File: src/rtl/vending_machine_change.sv
// vending_machine_change: coin-accumulating vending FSM that returns change one nickel per cycle.
// Define VENDING_CANCEL_EN to compile in refund-on-cancel; otherwise cancel is ignored.
module vending_machine_change #(
    parameter int PRICE    = 4,
    parameter int CREDIT_W = 5
) (
    input  logic                clock,
    input  logic                reset_n,
    input  logic                nickel,
    input  logic                dime,
    input  logic                quarter,
    input  logic                cancel,
    output logic                dispense,
    output logic                change_nickel,
    output logic                coin_reject,
    output logic [CREDIT_W-1:0] credit
);
    typedef enum logic [1:0] {COLLECT = 2'd0, VEND = 2'd1, REFUND = 2'd2} state_t;

    state_t              state, next_state;
    logic [CREDIT_W-1:0] change, next_change, next_credit, coin_val, sum;
    logic                any_coin, cancel_fire;

    assign any_coin = nickel | dime | quarter;
    assign coin_val = (quarter ? CREDIT_W'(5) : '0) + (dime ? CREDIT_W'(2) : '0)
                    + (nickel ? CREDIT_W'(1) : '0);
    assign sum      = credit + coin_val;

`ifdef VENDING_CANCEL_EN
    // a coin arriving with cancel wins, so the cancel is dropped that cycle
    assign cancel_fire = cancel && !any_coin && (credit != '0);
`else
    assign cancel_fire = cancel & 1'b0;
`endif

    always_comb begin
        next_state  = state;
        next_credit = credit;
        next_change = change;
        case (state)
            COLLECT: begin
                if (cancel_fire) begin
                    next_change = credit;
                    next_credit = '0;
                    next_state  = REFUND;
                end else if (sum >= CREDIT_W'(PRICE)) begin
                    next_change = sum - CREDIT_W'(PRICE);
                    next_credit = '0;
                    next_state  = VEND;
                end else begin
                    next_credit = sum;
                end
            end
            VEND:    next_state = (change != '0) ? REFUND : COLLECT;
            REFUND: begin
                next_change = (change != '0) ? change - CREDIT_W'(1) : '0;
                next_state  = (change <= CREDIT_W'(1)) ? COLLECT : REFUND;
            end
            default: begin
                next_state  = COLLECT;
                next_credit = '0;
                next_change = '0;
            end
        endcase
    end

    always_ff @(posedge clock or negedge reset_n) begin
        if (!reset_n) begin
            state  <= COLLECT;
            credit <= '0;
            change <= '0;
        end else begin
            state  <= next_state;
            credit <= next_credit;
            change <= next_change;
        end
    end

    assign dispense      = (state == VEND);
    assign change_nickel = (state == REFUND);
    assign coin_reject   = any_coin && (state != COLLECT);
endmodule
File: config.mk
export PLATFORM = sky130hd
export DESIGN_NAME = vending_machine_change
export DESIGN_NICKNAME = d
export VERILOG_FILES = /design/src/rtl/vending_machine_change.sv
export SDC_FILE = /design/constraint.sdc
export NUM_CORES = 1
export LEC_CHECK = 0
export ABC_AREA = 1
export BUFFER_PORTS_ARGS = -buffer_cell sky130_fd_sc_hd__buf_2
export CORE_MARGIN = 1
export CORE_UTILIZATION = 44
export DETAILED_ROUTE_END_ITERATION = 10
export GPL_ROUTABILITY_DRIVEN = 0
export PLACE_DENSITY = 0.72
export SYNTH_ARGS = -nofsm -noshare
export SYNTH_HDL_FRONTEND = slang
export SYNTH_SLANG_ARGS = --single-unit
File: constraint.sdc
create_clock -name clock -period 3.8 [get_ports clock]
set_input_delay 0.57 -clock clock [delete_from_list [all_inputs] [get_ports clock]]
set_output_delay 0.57 -clock clock [all_outputs]
set_load 0.1 [all_outputs]
==> flow_metrics.py, run 1 <==
metrics = {
    "status": {
        "outcome": "finished clean",
    },
    "clock_network": {
        "cts_buffers": 3,
        "clk_latency_ps": 270,
        "h-tree-depth": 1,
        "clockRootBuffer": "clkbuf_4",
        "cts_resized": 0,
        "clkSinkCount": 12,
        "path_clk_slew_ps": 60,
        "tritoncts": "yes",
        "hold_buffers": 0,
        "clockBufferDepth": 2,
        "postCtsSetupRepairBufs": 0,
    },
    "final_layout": {
        "drive_gt1_frac": 0.178,
        "finalNetCount": 155,
        "area_growth_pct": 11.7,
        "multi_input_comb_area_um2": 566,
        "fin_area_um2": 1060,
        "antenna_cells": 0,
        "regArea_um2": 300,
        "final.fill_count": 206,
    },
    "critical_path": {
        "path_max_fanout": 8,
        "crit_family": "adder cells",
        "crit_chain": "buf_2 -> inv_1 -> fa_1 -> inv_1 -> fa_1 -> xnor2_2 -> inv_1 -> ha_1 -> nand3b_1 -> nand2_1 -> nor2_4 -> nand3_4 -> nand2_4 -> nand2_1 -> nand2_1",
        "critical_path.slowest_cell": "fa_1",
        "critical_path_class": "primary input to flop",
        "cp.arrival_ps": 2620,
        "rr_endpoint": "change[4]",
        "r2r_start": "credit[0]",
        "crit_buf_inv": 4,
        "rr_worst_depth": 14,
        "critPathRequiredTime_ps": 4010,
        "endpoint_kind": "flop",
        "startpoint_type": "primary input",
        "cpPeakStageDelay_ps": 450,
        "r2r_slack_ps": 1430,
    },
    "grt": {
        "grt_pass1_vias": 759,
        "grt_usage": 0.174,
        "grt_max_degree": 13,
        "grt_pass1_wl_um": 3140,
        "antenna_found_initial": 0,
        "grt_overflow": 0,
    },
    "synthesis": {
        "async_flop_share": 1.00,
        "synth_top_cell_by_area": "dfrtp_1",
        "postSynthCellCount": 121,
        "ys_top_cells_by_count": "31 x nand2_1, 20 x inv_1, 13 x nand3_1",
        "synth_enable_flop_cells": 0,
        "synth_cell_types": 22,
        "synth_most_common_cell": "nand2_1",
        "synthFlopType": "dfrtp_1",
        "mappedNetlistArea_um2": 950,
        "synth_area_leaders": "dfrtp_1 32%, ha_1 13%, nand2_1 12%",
        "synth_top_area_share": 0.316,
        "syn-num-nets": 139,
        "syn_avg_cell_area_um2": 7.85,
        "ys_ff_latch": 12,
        "ys_seq_area_frac": 0.316,
        "yosysWarningCount": 0,
    },
    "timing": {
        "worst_pin_slew_ps": 489,
        "slew_viol_final": 0,
        "setup_tns_ps": 0,
        "grt_setup_unrepaired": "false",
        "slew-limit-headroom": 0.676,
        "hold_viol_final": 0,
        "setup_viol": 0,
        "finalCritPeriodShare": 0.636,
        "fin_crit_ps": 2420,
        "finalClockSkew_ps": 2.39,
        "fmax_ghz": 0.414,
    },
    "drt": {
        "via_per_inst": 4.96,
        "route.detailed.drc": 0,
        "drt_wl_total_um": 1790,
        "ant_nets": 0,
        "drt_pass1_iterations": 4,
        "wire_per_inst_um": 11.0,
        "vias": 804,
        "drt_first_iter_violations": 13,
    },
    "min_path": {
        "hold_path.class": "primary input to async pin",
    },
    "die": {
        "start_util": 0.474,
        "fp-row-count": 16,
        "die_x_um": 48.5,
        "core_um2": 2000,
        "die_area_um2": 2350,
        "die_y_um": 48.5,
        "ios": 14,
    },
    "power": {
        "power_leakage_uw": 0.000599,
        "combPwrFrac": 0.690,
        "seqPwrFrac": 0.230,
        "switching_share": 0.569,
        "p_sw_uw": 516,
        "vdd_drop_max_uv": 701,
        "power.density_nw_per_um2": 855,
        "p_int_uw": 391,
        "power_frac_clock": 0.080,
    },
    "flow_run": {
        "max_cap_violations": 0,
    },
    "place": {
        "dp_hpwl_um": 1500,
        "post_dp_cell_area_um2": 1040,
        "io_buffers": 12,
    },
}
-- worst max-delay path by stage --
stage / startpoint / end / slack, ps / cells past startpoint
after CTS: quarter / change[4] / 1380 / 15
after detailed placement: quarter / change[3] / 1100 / 14
after global placement: quarter / change[3] / 1140 / 14
after global routing: quarter / change[4] / 1210 / 15
final: quarter / change[4] / 1380 / 15
after floorplan: credit[0] / change[3] / 960 / 13
-- cell usage in the layout, fill, tap and decap left out --
cell type,Yosys,layout
nand2_1,31,31
xor2_1,1,1
nor2_1,4,4
inv_2,1,1
nand3_2,2,2
ha_1,10,10
o21ai_0,3,3
nand3b_1,4,4
fa_1,2,2
xnor2_2,1,1
inv_1,20,20
o22ai_1,2,2
dfrtp_1,12,12
nand2_2,2,2
buf_2,0,12
nand3_4,1,1
clkbuf_4,0,3
nand2_4,1,1
nor2_4,1,1
xnor2_1,1,1
a21oi_1,4,4
nand3_1,13,13
o21ai_1,4,4
-- final cells by class --
class                   instances  area share
flip-flops and latches         12       0.283
repair buffers                 12      0.0566
well taps                      27      0.0318
multi-input cells              87       0.533
inverters                      21      0.0743
clock buffers                   3      0.0212
-- flip-flops by register name (all words and copies together), names as in the netlist --
name    count
change      5
credit      5
state       2
-- cells by family after synthesis --
kind of cell,after synthesis,share of synthesized area
AO/OA/AOI/OAI,13,0.0711
adder cells (fa/ha/maj),12,0.174
flip-flops,12,0.316
XOR/XNOR,3,0.0356
buffers and inverters,22,0.0883
AND/OR/NAND/NOR,59,0.315
-- through the flow --
step | instances | utilization | hold slack [ps] | total power (µW) | setup WS, ps
2_1_floorplan | 121 | - | 274 | 733 | 964
3_3_place_gp | 159 | 0.519 | 455 | 826 | 1140
3_5_place_dp | 159 | 0.519 | 457 | 840 | 1100
4_1_cts | 162 | 0.530 | 164 | 917 | 1380
5_1_grt | 162 | 0.530 | 185 | 990 | 1210
6_report | 162 | 0.530 | 166 | 907 | 1380
-- power groups by stage --
stage / clock (µW) / sequential (µW) / combinational, µW
finish: 72.9 / 208 / 626
global route: 81.9 / 214 / 695
CTS: 76.7 / 208 / 632
detailed placement: 0 / 211 / 629
global placement: 0 / 208 / 618
floorplan: 0 / 259 / 473
-- metal layers --
metal  up-vias  GRT usage  routed length (µm)  part of all wire
li1        415          -                   -                 -
met1       368      0.207                 803              0.45
met2        16      0.305                 901              0.50
met3         5     0.0126                  37             0.021
met4         0      0.103                  47             0.026
met5         -          0                   0                 0
Power figures use the tool's default switching activity.
==> run 2, diff against run 1 <==
PLACE_DENSITY = 0.75   (was 0.72)
clock period = 2.05 ns   (was 3.8 ns; I/O delays follow)
==> run 2 against run 1 <==
Net effect:
- the run now ends with setup timing left
- routed wire length grew 12%
- cell count grew 13%
- first-iteration DRC count shrank 7.7%
- global-route usage grew 2.9 points
- design area grew 18%
- via count grew 11%
- combinational power grew 120%
- die area is the same
- register-to-register slack lost 1700 ps
- non-clock buffer count grew 20
- clock skew grew 6.7 ps
==> flow_metrics.py, run 2 (synthesis gave the netlist of run 1 again) <==
metrics = {
    "clock_network": {
        "clkSinkCount": 12,
        "clk_latency_ps": 280,
        "cts_buffers": 3,
        "path_clk_slew_ps": 80,
        "h-tree-depth": 1,
        "clockBufferDepth": 2,
        "clockRootBuffer": "clkbuf_4",
        "tritoncts": "yes",
    },
    "final_layout": {
        "fin_cells": 183,
        "reg_top3": "change: 5 flops, credit: 5 flops, state: 2 flops",
        "layout_commonest_cell": "nand2_1",
        "antenna_cells": 0,
        "regArea_um2": 307,
        "area_growth_pct": 32.3,
        "final.fill_count": 179,
        "drive_gt1_frac": 0.365,
        "finalNetCount": 175,
        "final_cell_mix": "29 x nand2_1, 19 x buf_4, 18 x inv_1, 12 x buf_2, 11 x nand3_1",
        "multi_input_comb_area_um2": 596,
    },
    "drt": {
        "ant_nets": 0,
        "wire_per_inst_um": 10.9,
        "via_per_inst": 4.86,
        "vias": 889,
        "drt_pass1_iterations": 4,
        "route.detailed.drc": 0,
        "drt_first_iter_violations": 12,
        "drt_wl_total_um": 2000,
    },
    "timing": {
        "slew-limit-headroom": 0.679,
        "worst_pin_slew_ps": 485,
        "fin_crit_ps": 2280,
        "slew_viol_final": 0,
        "setup_viol": 9,
        "fmax_ghz": 0.438,
        "finalClockSkew_ps": 9.12,
        "worst_slack_ps": -233,
        "grt_setup_unrepaired": "true",
        "finalCritPeriodShare": 1.11,
        "hold_viol_final": 0,
    },
    "grt": {
        "grt_max_degree": 13,
        "antenna_found_initial": 0,
        "grt_pass1_wl_um": 3680,
        "grt_pass1_vias": 852,
        "grt_overflow": 0,
        "grt_usage": 0.202,
    },
    "power": {
        "p_sw_uw": 1040,
        "seqPwrFrac": 0.206,
        "vdd_drop_max_uv": 824,
        "power_leakage_uw": 0.000690,
        "p_int_uw": 886,
        "power.density_nw_per_um2": 1540,
        "switching_share": 0.541,
        "combPwrFrac": 0.713,
        "power_frac_clock": 0.081,
        "p_total_uw": 1930,
    },
    "critical_path": {
        "path_max_fanout": 8,
        "critPathRequiredTime_ps": 2270,
        "endpoint_kind": "flop",
        "startpoint_type": "flop",
        "critical_path_class": "flop to flop",
        "r2r_slack_ps": -230,
        "cp.arrival_ps": 2500,
    },
    "die": {
        "start_util": 0.474,
        "die_y_um": 48.5,
        "die_area_um2": 2350,
        "die_x_um": 48.5,
        "ios": 14,
        "core_um2": 2000,
        "fp-row-count": 16,
    },
    "place": {
        "io_buffers": 12,
        "preCtsSetupSlack_ps": -267,
        "dp_hpwl_um": 1510,
        "dp_cells": 170,
    },
    "min_path": {
        "hold_path.class": "primary input to async pin",
    },
    "status": {
        "violations": "setup timing",
        "outcome": "complete, but fails checks",
    },
    "flow_run": {
        "max_cap_violations": 0,
    },
}
run 2: worst max-delay path: stages, from the launching register on:
cell and delay (ps):
dfrtp_4 490, inv_4 60, fa_2 180, inv_2 50, fa_2 360, xnor2_2 190, inv_1 80, ha_2 170
nand3b_1 100, nand2_2 80, nor2_4 120, nand3_4 130, nand2_4 110, nand2_1 50, nand2_1 60
run 2: layout make-up:
class / count / area share
Clock buffer: 4 / 0.0209
Inverter: 21 / 0.0647
Multi-Input combinational cell: 87 / 0.474
Sequential cell: 12 / 0.244
Tap cell: 27 / 0.0269
Timing Repair Buffer: 32 / 0.169
run 2: final timing paths:
kind | from | endpoint | depth (start not counted)
setup reg to reg | credit[0] | change[4] | 14
hold / removal | reset_n | credit[1] | 2
max in group asynchronous | reset_n | credit[2] | 2
min in group clock | credit[2] | credit[2] | 2
hold reg to reg | credit[2] | credit[2] | 2
setup / recovery | credit[0] | change[4] | 14
run 2: per-layer routing:
layer | GRT usage | up-vias | part of all wire
met2 | 0.338 | 19 | 0.50
met3 | 0.0692 | 4 | 0.040
met5 | 0 | - | 0
li1 | - | 457 | -
met1 | 0.248 | 409 | 0.44
met4 | 0.0539 | 0 | 0.013
run 2: repair_timing:
action / 4_1_cts / 5_1_grt
hold endpoints to repair: 12 / 0
pin swaps: 6 / 4
hold buffers: 1 / 0
setup buffers: 7 / 1
resized for setup: 5 / 3
endpoints found under the setup margin: 9 / 9
run 2: power groups by stage:
stage	sequential [µW]	combinational [µW]	clock (µW)
floorplan	490	884	0
global placement	394	1230	0
detailed placement	397	1260	0
CTS	393	1350	162
global route	412	1520	173
finish	397	1370	157
run 2: metrics by stage:
stage / hold slack, ps / cell area [µm²] / setup TNS (ps) / util
2_1_floorplan: 11.9 / 962 / -2850 / -
3_3_place_gp: 203 / 1130 / -1720 / 0.566
3_5_place_dp: 205 / 1130 / -2060 / 0.566
4_1_cts: 433 / 1240 / -1440 / 0.618
5_1_grt: 453 / 1260 / -3160 / 0.628
6_report: 428 / 1260 / -1780 / 0.628
==> run 3, diff against run 2 <==
CORE_UTILIZATION = 50   (was 44)
PLACE_DENSITY = 0.82   (was 0.75)
TNS_END_PERCENT = 30   (was unset)
==> run 3 against run 2 <==
Net effect:
- die area is 12% lower
- the flow still finishes with violations (setup timing)
- register-to-register slack better by 20 ps
- design area is 4.5% lower
- critical path depth stayed put
- via count is 1.7% lower
- clock power is 6% higher
==> flow_metrics.py, run 3 (synthesis gave the netlist of run 1 again) <==
metrics = {
    "status": {
        "outcome": "complete, but fails checks",
        "violations": "setup timing",
    },
    "drt": {
        "wire_per_inst_um": 11.6,
        "route.detailed.drc": 0,
        "drt_pass1_iterations": 4,
        "ant_nets": 0,
        "drt_wl_total_um": 2040,
        "drt_first_iter_violations": 19,
        "vias": 874,
        "via_per_inst": 4.97,
    },
    "timing": {
        "finalCritPeriodShare": 1.10,
        "fmax_ghz": 0.441,
        "finalClockSkew_ps": 5.89,
        "setup_tns_ps": -1640,
        "slew-limit-headroom": 0.679,
        "grt_setup_unrepaired": "true",
        "worst_slack_ps": -215,
        "worst_pin_slew_ps": 485,
        "slew_viol_final": 0,
        "fin_crit_ps": 2270,
        "setup_viol": 9,
        "hold_viol_final": 0,
    },
    "die": {
        "start_util": 0.544,
        "fp-row-count": 15,
        "die_y_um": 45.6,
        "ios": 14,
        "die_area_um2": 2080,
        "core_um2": 1750,
        "die_x_um": 45.6,
    },
    "grt": {
        "antenna_found_initial": 0,
        "grt_pass1_wl_um": 3440,
        "grt_usage": 0.237,
        "grt_max_degree": 13,
        "grt_pass1_vias": 863,
        "grt_overflow": 0,
    },
    "final_layout": {
        "multi_input_comb_area_um2": 579,
        "reg_top3": "change: 5 flops, credit: 5 flops, state: 2 flops",
        "finalNetCount": 170,
        "final.fill_count": 127,
        "fin_cells": 176,
        "area_growth_pct": 26.4,
        "antenna_cells": 0,
        "fin_area_um2": 1200,
        "layout_commonest_cell": "nand2_1",
        "regArea_um2": 307,
        "post-route-util": 0.687,
        "final_cell_mix": "30 x nand2_1, 18 x inv_1, 14 x buf_4, 13 x nand3_1, 12 x buf_2",
        "drive_gt1_frac": 0.318,
    },
    "critical_path": {
        "path_max_fanout": 8,
        "cpPeakStageDelay_ps": 490,
        "cp.arrival_ps": 2490,
        "critical_path_class": "flop to flop",
        "startpoint_type": "flop",
        "critPathRequiredTime_ps": 2280,
        "r2r_start": "credit[0]",
        "startpoint": "credit[0]",
        "endpoint_kind": "flop",
        "critical_path.slowest_cell": "dfrtp_4",
        "crit_chain": "inv_4 -> fa_2 -> inv_2 -> fa_2 -> xnor2_2 -> inv_1 -> ha_2 -> nand3b_1 -> nand2_2 -> nor2_4 -> nand3_4 -> nand2_4 -> nand2_1 -> nand2_1",
    },
    "place": {
        "dp_cells": 167,
        "post_dp_cell_area_um2": 1120,
        "dp_hpwl_um": 1590,
        "io_buffers": 12,
    },
    "flow_run": {
        "max_cap_violations": 0,
    },
    "clock_network": {
        "tritoncts": "yes",
        "clockRootBuffer": "clkbuf_4",
        "path_clk_slew_ps": 80,
        "clockBufferDepth": 2,
        "clkSinkCount": 12,
        "cts_buffers": 3,
        "clk_latency_ps": 290,
        "h-tree-depth": 1,
    },
    "power": {
        "vdd_drop_max_uv": 989,
        "power.density_nw_per_um2": 1570,
        "power_leakage_uw": 0.000663,
        "p_total_uw": 1890,
    },
    "min_path": {
        "hold_path.class": "primary input to async pin",
    },
}
run 3: cell count changes in the layout (fill, tap and decap cells not counted):
cell | previous run | this run
buf_4 | 19 | 14
nand2_1 | 29 | 30
nand2_2 | 4 | 3
nand3_1 | 11 | 13
nand3_2 | 4 | 2
o21ai_1 | 3 | 4
o21ai_2 | 1 | 0
run 3: stage by stage:
stage	setup slack, ps	hold slack [ps]
finish	-215	411
detailed placement	-257	204
CTS	-202	429
global route	-338	444
global placement	-230	200
floorplan	-344	11.9
run 3: layer usage:
metal  track usage  share of wire  vias up
met5             0              0        -
met4         0.109          0.022        0
met3        0.0595          0.029        7
met2         0.409           0.49       12
met1         0.270           0.46      410
li1              -              -      445
run 3: worst paths after layout:
| check | endpoint | slack (ps) | cells past startpoint |
|---|---|---|---|
| min in group clock | credit[2] | 500 | 2 |
| max in group asynchronous | credit[0] | 1400 | 2 |
| setup reg to reg | change[4] | -220 | 14 |
| setup / recovery | change[4] | -220 | 14 |
| hold reg to reg | credit[2] | 500 | 2 |
| hold / removal | credit[0] | 410 | 2 |
run 3: area by class of cell:
class	count	area share
clock buffer	4	0.0219
inverter	21	0.0678
multi-input combinational	87	0.483
sequential	12	0.255
tap	25	0.0261
timing repair buffer	27	0.146
run 3: critical path: cells and delay by family (launching register included):
| family | cells | cell delay, ps |
|---|---|---|
| xor+xnor | 1 | 150 |
| fa+ha+maj | 3 | 710 |
| buf+inv | 3 | 180 |
| flops | 1 | 490 |
| simple gates | 7 | 680 |
run 3: report_power, final:
group | switching, µW | internal, µW
Sequential | 78.2 | 321
Combinational | 873 | 450
Clock | 90.7 | 75.7
Total | 1040 | 847
run 3: repair_timing:
item                                   4_1_cts  5_1_grt
pin swaps                                    3        2
hold buffers                                 1        0
resized for setup                            1        4
setup endpoints to repair                    9        9
setup buffers                                4        0
endpoints found under the hold margin       12        0
